--- src/rtl/score_arbiter_if.sv ---
// Bundle of the score arbiter's game-control inputs, request/grant handshake and score outputs.
// The design side uses the slave modport; whoever drives frames and requests uses master.
interface score_arbiter_if;
   logic       frame_tick;
   logic       start;
   logic       pause;
   logic       clear;
   logic [3:0] req;
   logic [3:0] ack;
   logic [3:0] score_hund;
   logic [3:0] score_tens;
   logic [3:0] score_ones;
   logic [7:0] bounce;
   logic [1:0] lives;
   logic [1:0] state;
   logic       game_over;

   modport master (
      output frame_tick, start, pause, clear, req,
      input  ack, score_hund, score_tens, score_ones, bounce, lives, state, game_over
   );

   modport slave (
      input  frame_tick, start, pause, clear, req,
      output ack, score_hund, score_tens, score_ones, bounce, lives, state, game_over
   );
endinterface

--- src/rtl/score_arbiter.sv ---
// Round-robin event arbiter for a game: one grant per frame_tick while playing, BCD score,
// bounce counter, lives and a four-state game FSM. Grants are decided on the tick edge and applied one edge later.
module score_arbiter (
   input  logic           Clk,
   input  logic           Reset,
   score_arbiter_if.slave bus
);

   typedef enum logic [1:0] {
      IDLE  = 2'b00,
      PLAY  = 2'b01,
      PAUSE = 2'b10,
      OVER  = 2'b11
   } state_t;

   state_t     cur_state;
   state_t     next_state;

   logic [1:0] rr_ptr;
   logic       pend_valid;
   logic [1:0] pend_idx;
   logic [3:0] ack_q;
   logic [3:0] hund_q;
   logic [3:0] tens_q;
   logic [3:0] ones_q;
   logic [7:0] bounce_q;
   logic [1:0] lives_q;

   logic [3:0] busy_mask;
   logic [3:0] eligible;
   logic [1:0] cand;
   logic       found;
   logic [1:0] grant_idx;
   logic       hit_ends;
   logic       do_grant;

   logic [3:0] ones_add;
   logic [3:0] tens_add;
   logic [4:0] ones_sum;
   logic [4:0] tens_sum;
   logic       carry_o;
   logic       carry_t;
   logic [3:0] hund_n;
   logic [3:0] tens_n;
   logic [3:0] ones_n;

   // A requester still sees its req high while its grant is in flight or being acked, so mask it out
   always_comb begin
      busy_mask = ack_q;
      if (pend_valid) begin
         busy_mask = busy_mask | (4'b0001 << pend_idx);
      end
      eligible  = bus.req & ~busy_mask;
      found     = 1'b0;
      grant_idx = rr_ptr;
      cand      = rr_ptr;
      for (int k = 0; k < 4; k++) begin
         cand = rr_ptr + 2'(k);
         if (!found && eligible[cand]) begin
            found     = 1'b1;
            grant_idx = cand;
         end
      end
      hit_ends = pend_valid && (pend_idx == 2'd3) && (lives_q == 2'd1);
      do_grant = bus.frame_tick && !bus.clear && (cur_state == PLAY) && !hit_ends && found;
   end

   always_comb begin
      next_state = cur_state;
      if (bus.clear) begin
         next_state = IDLE;
      end else if (hit_ends) begin
         next_state = OVER;
      end else begin
         case (cur_state)
            IDLE:    if (bus.start) next_state = PLAY;
            PLAY:    if (bus.pause) next_state = PAUSE;
            PAUSE:   if (bus.start && !bus.pause) next_state = PLAY;
            default: next_state = OVER;
         endcase
      end
   end

   // Decimal add of 1, 5 or 10 with carry between digits; a carry out of hundreds pins the score at 999
   always_comb begin
      ones_add = 4'd0;
      tens_add = 4'd0;
      case (pend_idx)
         2'd0:    ones_add = 4'd1;
         2'd1:    ones_add = 4'd5;
         2'd2:    tens_add = 4'd1;
         default: ones_add = 4'd0;
      endcase
      ones_sum = {1'b0, ones_q} + {1'b0, ones_add};
      carry_o  = (ones_sum > 5'd9);
      ones_n   = carry_o ? 4'(ones_sum - 5'd10) : ones_sum[3:0];
      tens_sum = {1'b0, tens_q} + {1'b0, tens_add} + {4'b0000, carry_o};
      carry_t  = (tens_sum > 5'd9);
      tens_n   = carry_t ? 4'(tens_sum - 5'd10) : tens_sum[3:0];
      hund_n   = hund_q + {3'b000, carry_t};
      if (carry_t && (hund_q == 4'd9)) begin
         hund_n = 4'd9;
         tens_n = 4'd9;
         ones_n = 4'd9;
      end
   end

   always_ff @(posedge Clk) begin
      if (!Reset) begin
         cur_state <= IDLE;
      end else begin
         cur_state <= next_state;
      end
   end

   always_ff @(posedge Clk) begin
      if (!Reset || bus.clear) begin
         rr_ptr     <= 2'd0;
         pend_valid <= 1'b0;
         pend_idx   <= 2'd0;
         ack_q      <= 4'b0000;
         hund_q     <= 4'd0;
         tens_q     <= 4'd0;
         ones_q     <= 4'd0;
         bounce_q   <= 8'd0;
         lives_q    <= 2'd3;
      end else begin
         ack_q <= pend_valid ? (4'b0001 << pend_idx) : 4'b0000;
         if (pend_valid) begin
            hund_q <= hund_n;
            tens_q <= tens_n;
            ones_q <= ones_n;
            if (pend_idx == 2'd0) begin
               bounce_q <= bounce_q + 8'd1;
            end
            if (pend_idx == 2'd3) begin
               lives_q <= lives_q - 2'd1;
            end
         end
         pend_valid <= do_grant;
         if (do_grant) begin
            pend_idx <= grant_idx;
            rr_ptr   <= grant_idx + 2'd1;
         end
      end
   end

   assign bus.ack        = ack_q;
   assign bus.score_hund = hund_q;
   assign bus.score_tens = tens_q;
   assign bus.score_ones = ones_q;
   assign bus.bounce     = bounce_q;
   assign bus.lives      = lives_q;
   assign bus.state      = cur_state;
   assign bus.game_over  = (cur_state == OVER);

endmodule

--- src/flat_wrapper.sv ---
// flat-port wrapper written by rule: the top's interface ports become plain ports
module score_arbiter_flat 
  (Clk, Reset, bus_frame_tick, bus_start, bus_pause, bus_clear, bus_req, bus_ack, bus_score_hund, bus_score_tens, bus_score_ones, bus_bounce, bus_lives, bus_state, bus_game_over);
  score_arbiter_if bus_i ();
  input  logic Clk;
  input  logic Reset;
  input wire logic [$bits(bus_i.frame_tick)-1:0] bus_frame_tick;
  input wire logic [$bits(bus_i.start)-1:0] bus_start;
  input wire logic [$bits(bus_i.pause)-1:0] bus_pause;
  input wire logic [$bits(bus_i.clear)-1:0] bus_clear;
  input wire logic [$bits(bus_i.req)-1:0] bus_req;
  output wire logic [$bits(bus_i.ack)-1:0] bus_ack;
  output wire logic [$bits(bus_i.score_hund)-1:0] bus_score_hund;
  output wire logic [$bits(bus_i.score_tens)-1:0] bus_score_tens;
  output wire logic [$bits(bus_i.score_ones)-1:0] bus_score_ones;
  output wire logic [$bits(bus_i.bounce)-1:0] bus_bounce;
  output wire logic [$bits(bus_i.lives)-1:0] bus_lives;
  output wire logic [$bits(bus_i.state)-1:0] bus_state;
  output wire logic [$bits(bus_i.game_over)-1:0] bus_game_over;
  assign bus_i.frame_tick = bus_frame_tick;
  assign bus_i.start = bus_start;
  assign bus_i.pause = bus_pause;
  assign bus_i.clear = bus_clear;
  assign bus_i.req = bus_req;
  assign bus_ack = bus_i.ack;
  assign bus_score_hund = bus_i.score_hund;
  assign bus_score_tens = bus_i.score_tens;
  assign bus_score_ones = bus_i.score_ones;
  assign bus_bounce = bus_i.bounce;
  assign bus_lives = bus_i.lives;
  assign bus_state = bus_i.state;
  assign bus_game_over = bus_i.game_over;
  score_arbiter u_core (.Clk(Clk), .Reset(Reset), .bus(bus_i));
endmodule
--- config.mk ---
export PLATFORM = sky130hd
export DESIGN_NAME = score_arbiter_flat
export DESIGN_NICKNAME = d
export VERILOG_FILES = /design/src/rtl/score_arbiter_if.sv /design/src/rtl/score_arbiter.sv /design/src/flat_wrapper.sv
export SDC_FILE = /design/constraint.sdc
export NUM_CORES = 1
export LEC_CHECK = 0
export ABC_AREA = 0
export BUFFER_PORTS_ARGS = -buffer_cell sky130_fd_sc_hd__buf_2
export CAP_MARGIN = 20
export CORE_MARGIN = 10
export CORE_UTILIZATION = 50
export CTS_BUF_LIST = sky130_fd_sc_hd__clkbuf_8
export DETAILED_ROUTE_END_ITERATION = 12
export PLACE_DENSITY = 0.74
export REMOVE_ABC_BUFFERS = 1
export SLEW_MARGIN = 20
export SYNTH_ARGS = -nofsm -noshare
export SYNTH_HDL_FRONTEND = slang
export SYNTH_SLANG_ARGS = --single-unit
--- constraint.sdc ---
create_clock -name Clk -period 7 [get_ports Clk]
set_clock_uncertainty 0.2 [all_clocks]
set_input_delay 1.05 -clock Clk [delete_from_list [all_inputs] [get_ports Clk]]
set_output_delay 1.05 -clock Clk [all_outputs]
set_load 0.05 [all_outputs]
Yosys cells after proc, flatten, opt, wreduce, memory -nomap -nowiden
Index checks and enable logic that the tools add are counted.
- flip-flop bits (word level): 33
- bits in latches: 0
- RAM bits: 0
- memory bits (read-only): 0
- input port bits: 10
- output and inout bits: 29
- logic and storage cells: 99
- memories kept: 0
- add/subtract/negate cells: 12
- multiply operators: 0
- div/mod/pow operators: 0
- magnitude comparators: 6
- equal/unequal tests: 11
- shift-type cells: 1
- mux-type cells: 28
- bitwise operators: 5
- reductions and logical operators: 26
- operators with widths (operator ; count):
    4-bit two-way mux ; 6
    2-bit two-way mux ; 7
    2-bit by 3-bit less-than comparator with 1-bit output (second input constant) ; 4
    1-bit logical AND ; 11
    5-bit by 4-bit greater-than comparator with 1-bit output (second input constant) ; 2
    1-bit two-way mux ; 9
    8-bit by 1-bit adder with 8-bit output (second input constant) ; 1
    1-bit binary-select mux with 2-bit select ; 4
    2-bit equality test (second input constant) ; 4
    4-bit subtractor (second input constant) ; 2
    1-bit zero test ; 7
    2-bit by 1-bit equality test with 1-bit output (second input constant) ; 3
    3-bit by 2-bit inequality test with 1-bit output (second input constant) ; 2
    2-bit case mux with 3 select lines ; 1
    3-bit case mux with 2 select lines ; 1
    4-bit by 1-bit adder with 5-bit output ; 1
    4-bit by 3-bit adder with 5-bit output ; 1
    5-bit by 1-bit adder with 5-bit output ; 1
    2-bit by 1-bit adder with 2-bit output (second input constant) ; 2
    2-bit adder (second input constant) ; 2
    4-bit by 1-bit adder with 4-bit output ; 1
    4-bit bitwise AND ; 1
    4-bit equality test (second input constant) ; 1
    2-bit zero test ; 2
    other kinds (10) ; 13

Logic depth before layout (Yosys ltp)
- depth after elaboration: 18
- depth in mapped cells: 21
- depth with buffers taken out: 19

Least setup slack after synthesis
Ideal clock, no wire load.
- kind: reg-to-reg
- from: register u_core.ones_q[0], in the netlist u_core.bus.score_ones[0]
- to: register u_core.hund_q[1], in the netlist u_core.bus.score_hund[1]
- library setup time: 0.128 ns
- arrival time: 4.034 ns
- required time: 6.672 ns
- slack: 2.638 ns
- stages on the path, launching flop included: 20
- path buffers: 1
- period minus slack after synthesis: 4.362 ns
- path through: dfxtp_1 ha_1 ha_1 xnor2_1 ha_1 inv_1 nor2_1 o32ai_1 inv_1 fa_1 inv_1 ha_1 nand2b_1 a21o_1 and2_1 clkbuf_1 ha_1 ha_1 a22oi_1 nor2_1
- longest elaborated chain between the ends: 6
- elaborated cells between the ends (all ways): 7
- those cells by class: add/sub: 3; order compare: 2; mux: 1; reduce/logical: 1
- RTL lines (element ; RTL line ; source):
    from (decl) ; score_arbiter.sv:25 ; logic [3:0] ones_q;
    from (signal assigned) ; score_arbiter.sv:132 ; ones_q <= ones_n;
    4-bit by 3-bit adder with 5-bit output (*) ; score_arbiter.sv:94 ; ones_sum = {1'b0, ones_q} + {1'b0, ones_add};
    5-bit by 4-bit greater-than comparator with 1-bit output (*) ; score_arbiter.sv:95 ; carry_o = (ones_sum > 5'd9);
    5-bit by 1-bit adder with 5-bit output (*) ; score_arbiter.sv:97 ; tens_sum = {1'b0, tens_q} + {1'b0, tens_add} + {4'b0000, carry_o};
    5-bit by 4-bit greater-than comparator with 1-bit output (*) ; score_arbiter.sv:98 ; carry_t = (tens_sum > 5'd9);
    4-bit by 1-bit adder with 4-bit output / 1-bit logical AND (equally long branches) ; score_arbiter.sv:100, score_arbiter.sv:101 ;
    4-bit two-way mux (*) ; score_arbiter.sv:101 ; if (carry_t && (hund_q == 4'd9)) begin
    to (signal assigned) ; score_arbiter.sv:130 ; hund_q <= hund_n;
    to (decl) ; score_arbiter.sv:23 ; logic [3:0] hund_q;
Every way passes the cells marked *; elsewhere a longest branch is shown, timed or not.
A chain may end at the register's enable or synchronous reset.

Worst setup path in the final report
- from: register u_core.pend_idx[1]
- to: register u_core.hund_q[1], in the netlist u_core.bus.score_hund[1]
- longest elaborated chain between the ends: 8
- elaborated cells between the ends (all ways): 13
- those cells by class: add/sub: 4; order compare: 2; eq/ne: 2; mux: 3; reduce/logical: 2
- RTL lines (element ; RTL line ; source):
    from (decl) ; score_arbiter.sv:21 ; logic [1:0] pend_idx;
    from (signal assigned) ; score_arbiter.sv:142 ; pend_idx <= grant_idx;
    2-bit by 1-bit equality test with 1-bit output / 2-bit zero test (equally long branches) ; score_arbiter.sv:88 ; case (pend_idx)
    3-bit case mux with 2 select lines ; score_arbiter.sv:88 ;
    4-bit by 3-bit adder with 5-bit output ; score_arbiter.sv:94 ;
    5-bit by 4-bit greater-than comparator with 1-bit output ; score_arbiter.sv:95 ;
    5-bit by 1-bit adder with 5-bit output (*) ; score_arbiter.sv:97 ;
    5-bit by 4-bit greater-than comparator with 1-bit output (*) ; score_arbiter.sv:98 ;
    4-bit by 1-bit adder with 4-bit output / 1-bit logical AND (equally long branches) ; score_arbiter.sv:100, score_arbiter.sv:101 ;
    4-bit two-way mux (*) ; score_arbiter.sv:101 ;
Marks and branches as above.

==> flow_summary_export.csv <==
group,metric,value,unit
critical_path,timing.critical_path.buf_inv,3,
critical_path,path_max_fanout,11,
grt,met2_usage,21.7,%
finish,diodes,0,
synth,asyncSetResetFlopFracSynth,0,%
synth,syn_area,1870,um2
route,dr.first_iter.drc_count,153,
placement,place.gp.congestion,0.895,
cts,clkLatencyLatePin,0.29,ns
finish,area_growth_synth_to_finish,16.8,%
grt,global_route_met1_utilization,17.3,%
route,detail_route.first_pass.iterations,4,
route,routed-via-count,1699,
cts,cts_max_level,2,
route,detail-route-antenna-nets,0,
sta,setup_total_negative_slack,0,ns
placement,placedInstanceArea,2060,um2
cts,cts-hold-fix-buffers,0,
placement,dp_hpwl,3230,um
route,finalWirelength,4320,um
finish,drive_above_1_share,21.9,%
grt,global_route.usage.met3,4.19,%
critical_path,r2r_slack,2.28,ns
grt,global_route.peak_usage_layer,"met2",
critical_path,worst-endpoint-arrival,4.67,ns
critical_path,criticalPathCategory,"register to register",
critical_path,timing.reg2reg.worst_path_depth,18,
route,route.detailed.drc,0,
finish,final_cell_mix,"sky130_fd_sc_hd__buf_2, sky130_fd_sc_hd__dfxtp_1, sky130_fd_sc_hd__nor2_1",
floorplanning,design.portCount,39,
min_path,timing.hold.worst.class,"register to register",
route,route.detailed.vias_per_inst,5.68,
floorplanning,core_area,3630,um2
power,power.leakage,0.935,nW
critical_path,path_depth,18,
sta,normalized_max_slew_margin,38.6,%
flow_run,cap_viol_max_count,0,
cts,tritoncts.num_buffers,5,
synth,dominantRegCellSynth,"sky130_fd_sc_hd__dfxtp_1",
synth,synth.distinct_cells,53,
critical_path,critical_path_sink,"u_core.bus.score_hund[1]",
synth,synthDominantAreaCellType,"sky130_fd_sc_hd__dfxtp_1",
grt,wire_length_of_the_first_global_routing_pass,7370,um
synth,synth_cells,213,
critical_path,startpoint_type,"register",
finish,num-nets-final,271,
power,vdd_ir_drop_max,0.198,mV
synth,flop_and_latch_count_out_of_synthesis,33,
floorplanning,design.die.area,6580,um2
critical_path,crit_path_top_delay_cell,"sky130_fd_sc_hd__o32ai_1",
sta,finalHoldViolCount,0,
cts,post_cts.resized_instances,0,
sta,final-max-slew-violation-count,0,
floorplanning,chipWidth,81.1,um
synth,synth-seq-area-share,35.4,%
sta,setup_violations,0,
grt,grt.total_usage,13.7,%
sta,max_clock_freq,212,MHz
critical_path,cp_top_family,"adder cells",
cts,clk_sinks,33,
grt,grt_pass1_vias,1587,
route,route.detailed.wl_per_inst,14.4,um
finish,regArea,661,um2
cts,postCtsSetupBuffers,0,
placement,port_buffers,38,
finish,multiInputGateArea,1100,um2
grt,grt_antenna_before_repair,0,
synth,synth.yosys.warnings,0,
floorplanning,start_util,51.4,%
sta,worst_pin_slew,0.921,ns
sta,period_share,67.4,%
finish,leading_cell_type_in_the_layout_fill_and_taps_excluded,"sky130_fd_sc_hd__buf_2",
critical_path,worst_r2r_endpoint,"u_core.bus.score_hund[1]",
synth,synth_largest_type_area_fraction,35.4,%
sta,finalWorstSetupSlack,2.28,ns
synth,avgSynthCellArea,8.76,um2
critical_path,timing.critical_path.required,6.95,ns
cts,clock_tree_from_tritoncts,"built",
critical_path,worstPathCellList,"and2b_2 -> ha_1 -> xnor2_1 -> ha_1 -> inv_1 -> nor2_1 -> o32ai_1 -> inv_1 -> fa_1 -> inv_1 -> ha_1 -> o21ai_0 -> mux2i_1 -> and2_1 -> ha_1 -> ha_1 -> a22oi_1 -> nor2_1",
finish,n_fill_cell,338,
sta,unrepaired_setup_endpoints_after_global_routing,"false",
critical_path,crit_top_cell,"sky130_fd_sc_hd__ha_1",
sta,period_minus_slack,4.72,ns
critical_path,end_kind,"register",
grt,grt.overflow.total,0,
placement,minimum_setup_slack_after_placement,2.37,ns
cts,cts_root_buffer,"sky130_fd_sc_hd__clkbuf_8",
critical_path,critical-path-max-stage-delay,0.60,ns
grt,grt_max_degree,24,
critical_path,setup_crit_start,"u_core.pend_idx[1]",
floorplanning,placement_rows,22,
finish,stdcell_area,2180,um2
power,p_per_area,180,nW/um2
synth,ys_top_cells_by_area,"sky130_fd_sc_hd__dfxtp_1, sky130_fd_sc_hd__ha_1, sky130_fd_sc_hd__a21oi_1",
floorplanning,die_outline_height,81.1,um
cts,clock_tree.buffer_depth,2,
cts,cts.reportedPaths.clkPinSlew,0.07,ns
status,outcome,"complete, no violations",
critical_path,r2r_start,"u_core.pend_idx[1]",
synth,post_synth_edffs,0,
==> worst min-delay path, cell delays in order, from the launching register on <==
cell and delay [ns]:
sky130_fd_sc_hd__dfxtp_1 0.34, sky130_fd_sc_hd__nand2_1 0.07, sky130_fd_sc_hd__a21oi_1 0.05
==> final cells by class <==
type                            instances  area share, %
Clock buffer                            6           3.79
Inverter                               15           2.58
Sequential cell                        33           30.3
Clock inverter                          2           1.55
Multi-Input combinational cell        157           50.3
Tap cell                               48           2.75
Timing Repair Buffer                   38           8.72
==> synthesized netlist by cell type, types with 4 or more instances <==
library cell	number
sky130_fd_sc_hd__inv_1	15
sky130_fd_sc_hd__xnor2_1	7
sky130_fd_sc_hd__a221oi_1	4
sky130_fd_sc_hd__nand4_1	4
sky130_fd_sc_hd__nand2_1	12
sky130_fd_sc_hd__o21ai_0	6
sky130_fd_sc_hd__nor2_1	19
sky130_fd_sc_hd__nor2b_1	4
sky130_fd_sc_hd__clkbuf_1	4
sky130_fd_sc_hd__a21oi_1	15
sky130_fd_sc_hd__dfxtp_1	33
sky130_fd_sc_hd__nand3_1	7
sky130_fd_sc_hd__xor2_1	7
sky130_fd_sc_hd__a31oi_1	5
sky130_fd_sc_hd__ha_1	10
==> where the power goes <==
part           internal (mW)  switching [mW]  leakage [nW]
Combinational        0.00728          0.0125         0.607
Sequential             0.188        0.000970         0.266
Clock                  0.115          0.0700        0.0626
Total                  0.310          0.0834         0.935
==> worst min-delay path by stage <==
stage,start,endpoint,slack (ns),cells after the start
5_1_grt,u_core.bus.bounce[1],u_core.bus.bounce[1],0.34,2
4_1_cts,u_core.bus.bounce[1],u_core.bus.bounce[1],0.31,2
6_report,u_core.bus.bounce[1],u_core.bus.bounce[1],0.30,2
3_5_place_dp,u_core.bus.bounce[1],u_core.bus.bounce[1],0.30,2
3_3_place_gp,u_core.bus.bounce[1],u_core.bus.bounce[1],0.28,2
2_1_floorplan,u_core.rr_ptr[0],u_core.rr_ptr[0],0.31,1
==> stage by stage <==
| step | total power, mW | hold slack [ns] | instances | utilization (%) |
|---|---|---|---|---|
| after detailed placement | 0.213 | 0.301 | 291 | 56.8 |
| after global routing | 0.408 | 0.339 | 299 | 60.0 |
| after floorplan | 0.206 | 0.307 | 205 | - |
| final | 0.394 | 0.301 | 299 | 60.0 |
| after CTS | 0.399 | 0.311 | 299 | 60.0 |
| after global placement | 0.213 | 0.278 | 291 | 56.8 |
==> kinds of logic (layout without fill, tap and decap cells) <==
kind of cell	after synthesis	count (layout)	share of synthesized area, %
AND/OR/NAND/NOR	76	76	22.6
AO/OA/AOI/OAI	53	53	20.2
flip-flops	33	33	35.4
buffers and inverters	23	61	5.83
XOR/XNOR	14	14	6.57
adder cells (fa/ha/maj)	11	11	7.77
multiplexers	3	3	1.68
==> routing by layer <==
metal / routed length [um] / up-vias
met5: 0 / -
met4: 74 / 0
met3: 325 / 10
met2: 1960 / 47
met1: 1960 / 797
li1: - / 845
==> flip-flops by register name (all words and copies together), names as in the netlist, 4 cells and up <==
name and count:
u_core.bus.ack 4, u_core.bus.score_ones 4, u_core.bus.bounce 8, u_core.bus.score_hund 4, u_core.bus.score_tens 4
Power figures use the tool's default switching activity.
